**src/rtl/vga_pkg.sv**
```systemverilog
// rtl/vga_pkg.sv - frame-buffer geometry constants and address type
//
// Shared by the frame-buffer arbiter and its round-robin sub-block.
// The frame buffer holds H_PIXELS x V_PIXELS pixels, stored row-major at
// linear addresses 0 .. FB_DEPTH-1.
package vga_pkg;
    localparam int H_PIXELS = 150;
    localparam int V_PIXELS = 75;
    localparam int FB_DEPTH = H_PIXELS * V_PIXELS;
    localparam int FB_AW    = 14;
    localparam int COL_W    = 8;
    localparam int ROW_W    = 7;

    typedef logic [FB_AW-1:0] fb_addr_t;

    localparam fb_addr_t FB_LAST = fb_addr_t'(FB_DEPTH - 1);
endpackage

```
**src/rtl/vga_rr_arb2.sv**
```systemverilog
// rtl/vga_rr_arb2.sv - two-requester round-robin grant with pointer register
//
// Ports:
//   clk, rst     clock, synchronous active-high reset
//   i_en         arbitration allowed this cycle (port free of display)
//   i_req[1:0]   per-requester request
//   o_gnt[1:0]   one-hot (or zero) grant, combinational from i_req/i_en/pointer
module vga_rr_arb2 (
    input  logic       clk,
    input  logic       rst,
    input  logic       i_en,
    input  logic [1:0] i_req,
    output logic [1:0] o_gnt
);
    // Preferred requester; after a grant it points at the one not served.
    logic r_rr;

    always_comb begin
        o_gnt = 2'b00;
        if (i_en && !rst) begin
            if (i_req[r_rr]) begin
                o_gnt[r_rr] = 1'b1;
            end else if (i_req[~r_rr]) begin
                o_gnt[~r_rr] = 1'b1;
            end
        end
    end

    // Granting requester 0 moves preference to 1 and vice versa.
    always_ff @(posedge clk) begin
        if (rst) begin
            r_rr <= 1'b0;
        end else if (|o_gnt) begin
            r_rr <= o_gnt[0];
        end
    end
endmodule

```
**src/rtl/vga_fb_arbiter.sv**
```systemverilog
// rtl/vga_fb_arbiter.sv - frame-buffer port arbiter: display refresh vs two writers
//
// Optional feature macro: VGA_FB_ARB_STARVE_EN (per-writer starvation flags).
//
// Ports:
//   clk, rst          clock, synchronous active-high reset
//   i_disp_ena        active-region flag from the timing generator
//   i_col, i_row      current pixel position
//   i_wr_valid[1:0]   writer requests
//   i_wr_addr[1:0]    writer linear pixel addresses
//   i_wr_data[1:0]    writer pixel data
//   o_wr_ready[1:0]   writer accept (combinational)
//   o_mem_*           single-port frame-buffer RAM interface
//   i_mem_rdata       RAM read data, one cycle after the read
//   o_pix_valid       pixel output valid, disp_ena delayed two cycles
//   o_pix_data        pixel output, zero when not valid
//   o_starve[1:0]     sticky starvation flags (zero unless feature enabled)
module vga_fb_arbiter
    import vga_pkg::*;
#(
    parameter int DATA_W       = 8,
    parameter int STARVE_LIMIT = 256
) (
    input  logic                       clk,
    input  logic                       rst,
    input  logic                       i_disp_ena,
    input  logic [COL_W-1:0]           i_col,
    input  logic [ROW_W-1:0]           i_row,
    input  logic [1:0]                 i_wr_valid,
    input  logic [1:0][FB_AW-1:0]      i_wr_addr,
    input  logic [1:0][DATA_W-1:0]     i_wr_data,
    output logic [1:0]                 o_wr_ready,
    output logic                       o_mem_en,
    output logic                       o_mem_we,
    output logic [FB_AW-1:0]           o_mem_addr,
    output logic [DATA_W-1:0]          o_mem_wdata,
    input  logic [DATA_W-1:0]          i_mem_rdata,
    output logic                       o_pix_valid,
    output logic [DATA_W-1:0]          o_pix_data,
    output logic [1:0]                 o_starve
);
    // Display address: incremented per active pixel instead of row*H+col;
    // the first pixel of a frame forces 0 so the counter resynchronises.
    fb_addr_t r_disp_cnt;
    logic     w_frame_start;
    fb_addr_t w_disp_addr;
    fb_addr_t w_disp_next;

    assign w_frame_start = i_disp_ena && (i_row == '0) && (i_col == '0);
    assign w_disp_addr   = w_frame_start ? '0 : r_disp_cnt;
    assign w_disp_next   = (w_disp_addr == FB_LAST) ? '0 : w_disp_addr + 1'b1;

    always_ff @(posedge clk) begin
        if (rst) begin
            r_disp_cnt <= '0;
        end else if (i_disp_ena) begin
            r_disp_cnt <= w_disp_next;
        end
    end

    // Writers only see the port while display is idle.
    logic [1:0] w_gnt;

    vga_rr_arb2 u_rr (
        .clk   (clk),
        .rst   (rst),
        .i_en  (~i_disp_ena),
        .i_req (i_wr_valid),
        .o_gnt (w_gnt)
    );

    assign o_wr_ready = w_gnt;

    logic     w_sel;
    fb_addr_t w_wr_addr;
    logic     w_in_range;

    assign w_sel      = w_gnt[1];
    assign w_wr_addr  = i_wr_addr[w_sel];
    assign w_in_range = (w_wr_addr < fb_addr_t'(FB_DEPTH));

    // Out-of-range beats are still accepted so the writer never deadlocks,
    // but they never reach the RAM.
    always_comb begin
        o_mem_en    = 1'b0;
        o_mem_we    = 1'b0;
        o_mem_addr  = '0;
        o_mem_wdata = '0;
        if (!rst) begin
            if (i_disp_ena) begin
                o_mem_en   = 1'b1;
                o_mem_addr = w_disp_addr;
            end else if ((|w_gnt) && w_in_range) begin
                o_mem_en    = 1'b1;
                o_mem_we    = 1'b1;
                o_mem_addr  = w_wr_addr;
                o_mem_wdata = i_wr_data[w_sel];
            end
        end
    end

    // Stage 1 tracks the read in flight; stage 2 captures the returned pixel.
    logic r_ena_d1;

    always_ff @(posedge clk) begin
        if (rst) begin
            r_ena_d1    <= 1'b0;
            o_pix_valid <= 1'b0;
            o_pix_data  <= '0;
        end else begin
            r_ena_d1    <= i_disp_ena;
            o_pix_valid <= r_ena_d1;
            o_pix_data  <= r_ena_d1 ? i_mem_rdata : '0;
        end
    end

`ifdef VGA_FB_ARB_STARVE_EN
    logic [1:0][8:0] r_wait;
    logic [1:0]      r_starve;

    // The flag sets on the same edge the counter reaches the limit.
    always_ff @(posedge clk) begin
        if (rst) begin
            r_wait   <= '0;
            r_starve <= '0;
        end else begin
            for (int i = 0; i < 2; i++) begin
                if (w_gnt[i]) begin
                    r_wait[i]   <= '0;
                    r_starve[i] <= 1'b0;
                end else if (i_wr_valid[i]) begin
                    if (r_wait[i] != 9'h1FF) begin
                        r_wait[i] <= r_wait[i] + 9'd1;
                    end
                    if ((int'(r_wait[i]) + 1) >= STARVE_LIMIT) begin
                        r_starve[i] <= 1'b1;
                    end
                end
            end
        end
    end

    assign o_starve = r_starve;
`else
    logic w_unused_starve_cfg;
    assign w_unused_starve_cfg = (STARVE_LIMIT == 0);
    assign o_starve = 2'b00;
`endif
endmodule

```
**config.mk**
```make
export PLATFORM = sky130hd
export DESIGN_NAME = vga_fb_arbiter
export DESIGN_NICKNAME = d
export VERILOG_FILES = /design/src/rtl/vga_pkg.sv /design/src/rtl/vga_rr_arb2.sv /design/src/rtl/vga_fb_arbiter.sv
export SDC_FILE = /design/constraint.sdc
export NUM_CORES = 1
export LEC_CHECK = 0
export BUFFER_PORTS_ARGS = -buffer_cell sky130_fd_sc_hd__buf_4
export CORE_ASPECT_RATIO = 0.8
export CORE_UTILIZATION = 45
export DETAILED_ROUTE_END_ITERATION = 16
export PLACE_DENSITY = 0.83
export SYNTH_ARGS = -nofsm -noshare
export SYNTH_HDL_FRONTEND = slang
export SYNTH_SLANG_ARGS = --single-unit
```
**constraint.sdc**
```tcl
create_clock -name clk -period 3 [get_ports clk]
set_input_delay 0.15 -clock clk [delete_from_list [all_inputs] [get_ports clk]]
set_output_delay 0.15 -clock clk [all_outputs]
set_load 0.01 [all_outputs]
```
Word-level counts from Yosys, hierarchy flattened
Index checks and enable logic that the tools add are counted.

storage, ports and cells
  register bits after elaboration = 25
  bits of input ports = 72
  output and inout port bits = 37

cells by class
  $add $sub $neg = 1
  order comparisons = 6
  eq/ne operators = 1
  multiplexer cells = 28
  bitwise operators = 3
  reduce and logical (&&, ||, !) cells = 11

operator list
  kind                                                number
  2-to-1 mux 14 bit                                   7
  2-to-1 mux 8 bit                                    5
  adder 14 x 1 -> 14 bit, second input constant       1
  == test 14 bit, second input constant               1
  < comparator 14 bit, second input constant          1
  2-to-1 mux 1 bit                                    11
  logical NOT 8 bit                                   1
  logical NOT 7 bit                                   1
  logical AND 1 bit                                   6
  < comparator 1 x 2 -> 1 bit, second input constant  3
  2-to-1 mux 2 bit                                    3
  OR reduction 2 bit                                  2
  inverter 1 bit                                      3
  demux 1 bit (select 1 bit)                          2
  >= comparator 1 bit, second input constant          2
  logical NOT 1 bit                                   1

Longest topological paths before layout
  word-level depth = 15
  depth in mapped cells = 11
  depth with buffers taken out = 9

Hierarchy
From an unflattened synthesis, not the netlist that was laid out.

second synthesis, totals
  cell total of the unflattened synthesis = 236
  area total of the unflattened synthesis = 1784.2 µm²

by module, submodules not included
  module          times used  cells an instance  area each (µm²)
  vga_fb_arbiter  1           228                1721.7
  vga_rr_arb2     1           8                  62.6

Worst setup path after synthesis
OpenSTA, ideal clock, no wires.

  path kind = input-to-reg
  start point = input i_col[2]
  end point = register r_disp_cnt[2]
  arrival time = 2.087 ns
  required time = 2.879 ns
  setup slack = 0.792 ns
  stages on the path = 11
  buffers on the path = 2
  cells stage by stage = nor4_2 -> nand4_1 -> buf_2 -> and2_1 -> inv_2 -> ha_1 -> and4bb_1 -> nand4_1 -> buf_2 -> a31oi_1 -> o21ai_1

between the ends
  word-level cells in the longest chain between the ends = 5
  elaborated cells on any way between the ends = 6
  classes of those cells = add/sub: 1; eq/ne: 1; mux: 2; reduce/logical: 2

RTL lines
  element                                                   line                  source
  from (decl)                                               vga_fb_arbiter.sv:27  input logic [COL_W-1:0] i_col,
  logical NOT 8 bit *                                       vga_fb_arbiter.sv:49  assign w_frame_start = i_disp_ena && (i_row == '0) && (i_col == '0);
  logical AND 1 bit *                                       vga_fb_arbiter.sv:49
  2-to-1 mux 14 bit *                                       vga_fb_arbiter.sv:50  assign w_disp_addr = w_frame_start ? '0 : r_disp_cnt;
  adder 14 x 1 -> 14 bit or == test 14 bit (tied branches)  vga_fb_arbiter.sv:51  assign w_disp_next = (w_disp_addr == FB_LAST) ? '0 : w_disp_addr + 1'b1;
  2-to-1 mux 14 bit *                                       vga_fb_arbiter.sv:51
  to (signal assigned)                                      vga_fb_arbiter.sv:57  r_disp_cnt <= w_disp_next;
  to (decl)                                                 vga_fb_arbiter.sv:44  fb_addr_t r_disp_cnt;

Every way passes the cells marked *; elsewhere a longest branch is shown, timed or not.
A chain may end at the register's enable or synchronous reset.

Final worst setup path
  start point = input i_row[3]
  end point = register r_disp_cnt[5]

between the ends
  word-level cells in the longest chain between the ends = 6
  elaborated cells on any way between the ends = 7
  classes of those cells = add/sub: 1; eq/ne: 1; mux: 2; reduce/logical: 3

RTL lines
  element                                                   line                  source
  from (decl)                                               vga_fb_arbiter.sv:28  input logic [ROW_W-1:0] i_row,
  logical NOT 7 bit *                                       vga_fb_arbiter.sv:49
  logical AND 1 bit * (2 in a row)                          vga_fb_arbiter.sv:49
  2-to-1 mux 14 bit *                                       vga_fb_arbiter.sv:50
  adder 14 x 1 -> 14 bit or == test 14 bit (tied branches)  vga_fb_arbiter.sv:51
  2-to-1 mux 14 bit *                                       vga_fb_arbiter.sv:51

Marked as above.

==> metrics.log <==
[metrics] outcome: finished, final reports clean
[metrics] half-perimeter wire length after placement: 4.27 mm
[metrics] total number of yosys warnings: 0
[metrics] Hold Worst Slack: 76.5 ps
[metrics] Initial DRT Pass Iterations: 4
[metrics] number of buffers added for setup after CTS: 0
[metrics] number of diodes: 0
[metrics] fraction of power spent switching nets: 0.272
[metrics] Gate power share: 0.288
[metrics] number of synthesized register bits: 25
[metrics] crit path from: i_row[3]
[metrics] number of vias per cell: 5.59
[metrics] Syn Inst Count: roughly 230
[metrics] number of remaining DRC errors: 0
[metrics] class of the worst hold path: in2reg
[metrics] floorplan die height: just over 60 um
[metrics] global-route wire length before repair: between 8 and 9 mm
[metrics] aggregate routed wire length: approximately 5.5 mm
[metrics] hold buffer count at CTS: 0
[metrics] dominant cells by area after synthesis: dfxtp_1, mux2i_1, o31ai_2, nand2_1, nor3_2
[metrics] Post-synth top flop: dfxtp_1
[metrics] final hold violation count: 0
[metrics] via total after detailed routing: 2170
[metrics] TritonCTS buffer count: 3
[metrics] Layout Area Growth over Synthesis: 42.4%
[metrics] drt first-iter violations: ~150
[metrics] core area: ~0.0042 mm2
[metrics] GP Congestion: roughly 0.86
[metrics] nets: slightly above 400
[metrics] number of top-level pins: about 110
[metrics] Congestion Overflow GR: 0
[metrics] max-cap viol count: 0
[metrics] clock network power share: 0.261
[metrics] total negative slack: 0 ps
[metrics] total number of clock tree sinks: 25
[metrics] kind of end point of the critical path: register
[metrics] maximum number of pins on one net before global-route repair: 27
[metrics] crit share post-route: 0.749
[metrics] unrepaired setup endpoints after global routing: no
[metrics] total leakage power: 1.33 nW
[metrics] number of antenna violations at the first check in global routing: 0
[metrics] clock tree from TritonCTS: done
[metrics] setup-violating endpoint count in the final report: 0
[metrics] most repeated cell in the gate-level netlist after synthesis: nand2_1
[metrics] P_sw: 208 uW
[metrics] category of the worst setup path launch point: input port
[metrics] post-CTS sizing: 0
[metrics] Worst Max-Slew Pin Slew: about 700 ps
[metrics] clock root cell: clkbuf_8
[metrics] clock network latency to the later pin of the worst-skew pair: around 270 ps
[metrics] worst hold stages: 2
[metrics] Final Skew: 2.08 ps
[metrics] Pins Over Slew Limit: 0
[metrics] antenna-violating nets left: 0
[metrics] WS Path Type: in2reg
[metrics] cell types with the highest counts after synthesis: nand2_1, dfxtp_1, mux2i_1
[metrics] effective utilization at floorplan: 0.473
[metrics] vias in the first global route: ~1900
[metrics] pwr/cell area: around 270 mW/mm2
[metrics] Slew headroom: 0.531
[metrics] clk slew on worst S/H paths: approximately 80 ps
[metrics] peak supply drop: roughly 0.00018 V
[metrics] sequential fraction of design power: 0.451
[metrics] fraction of registers with async set or reset after synthesis: 0
[metrics] Unique masters post-synth: 51
[metrics] share of cells above drive strength 1: 0.438
[metrics] maximum count of clock buffers along a single path: 2
[metrics] highest attainable clock frequency: 445 MHz
[metrics] CP required: ~3200 ps
[metrics] Routed wire per std cell: around 14 um
[metrics] floorplan die area: approximately 0.0047 mm2
[metrics] DIE WIDTH: between 70 and 80 um
[metrics] arrival time of the worst setup path: 2400 ps
[metrics] Synth Cell Area: roughly 0.002 mm2
[metrics] per-instance average area after synthesis: 8.55 um2
[metrics] count of input and output buffers: roughly 110
[metrics] post-synthesis cell type with the largest combined area: dfxtp_1
[metrics] Crit Path Max Fanout: 9
[metrics] share of Yosys cell area claimed by the top area cell type: 0.250
[metrics] standard-cell rows: 21
[metrics] clock period minus worst slack: roughly 2200 ps
[metrics] total global routing track utilization: 0.222
[metrics] post-place setup slack: just under 500 ps
[metrics] startpoint of the worst register-to-register path: r_disp_cnt[0]
[metrics] Pint: approximately 560 uW
[metrics] number of synthesized flops with an enable pin: 0
[metrics] H-tree depth reported by CTS: 1
[metrics] hold path start: i_mem_rdata[2]
[metrics] minimum setup slack in the final design: between 700 and 800 ps
[metrics] number of cells traversed by the worst register-to-register path: 7
[metrics] register area share after synthesis: 0.250
kinds of logic after synthesis:
logic type,Yosys count,synth area share
and+or+nand+nor,109,0.351
AOI/OAI and AO/OA,45,0.192
buffers and inverters,27,0.0657
DFF,25,0.250
muxes,24,0.123
adders and majority gates,2,0.0125
other,1,0.00187
xor gates and xnor gates,1,0.00438
critical path, cell delays in order:
cell and delay (ps):
buf_4 110, nor4_2 420, nand4_1 200, and2_1 240, inv_2 50, ha_1 130
and4bb_1 200, nand4_1 320, buf_4 300, a31oi_1 170, o22ai_1 100
registers in the layout (all words and copies together) (netlist names):
signal	cells
r_disp_cnt	14
o_pix_data	8
o_pix_valid	1
r_ena_d1	1
u_rr.r_rr	1
worst paths after layout:
check / slack (ps) / to
hold / removal: 80 / o_pix_data[2]
setup / recovery: 750 / r_disp_cnt[5]
hold reg to reg: 540 / r_disp_cnt[6]
setup reg to reg: 1030 / r_disp_cnt[5]
power groups by stage:
stage | Clock, mW | Combinational (mW) | Sequential, mW
floorplan | 0 | 0.0992 | 0.353
CTS | 0.201 | 0.221 | 0.345
finish | 0.200 | 0.221 | 0.345
detailed placement | 0 | 0.220 | 0.353
global route | 0.218 | 0.238 | 0.347
global placement | 0 | 0.215 | 0.353
per-layer routing:
metal / routed length (um) / global-route usage / vias to the layer above
li1: - / - / 1065
met5: 0 / 0 / -
met3: 320 / 0.0504 / 4
met2: 2760 / 0.393 / 89
met1: 2390 / 0.284 / 1012
met4: 24 / 0.0440 / 0
layout make-up:
type,instances,area [um2]
multi-input combinational,183,1370
timing repair buffer,110,826
clock buffer,4,45.0
fill,353,1380
sequential,25,500
tap,57,71.3
inverter,9,33.8
per-stage QoR:
| stage | instances | area, um2 | total power, mW | util |
|---|---|---|---|---|
| finish | 388 | 2850 | 0.766 | 0.673 |
| global route | 388 | 2850 | 0.803 | 0.673 |
| CTS | 388 | 2850 | 0.767 | 0.673 |
| detailed placement | 384 | 2800 | 0.573 | 0.663 |
| global placement | 384 | 2800 | 0.568 | 0.663 |
| floorplan | 235 | 2000 | 0.452 | - |
cell usage in the layout, fill, tap and decap left out, drive strengths merged, types with 2 or more instances in the layout:
| master | instances |
|---|---|
| buf | 110 |
| nand2 | 28 |
| dfxtp | 25 |
| mux2i | 23 |
| nor3 | 13 |
| nand3 | 12 |
| o31ai | 12 |
| and2 | 11 |
| inv | 9 |
| o21ai | 7 |
| a31oi | 7 |
| nor2 | 7 |
| nand4 | 6 |
| nand2b | 6 |
| nor4 | 6 |
| a21oi | 5 |
| nand4b | 5 |
| a41oi | 4 |
| clkbuf | 4 |
| and3 | 3 |
| nor2b | 3 |
| o211ai | 3 |
| and4 | 2 |
| ha | 2 |
| conb | 2 |
| nor4b | 2 |
Power figures use the tool's default switching activity.
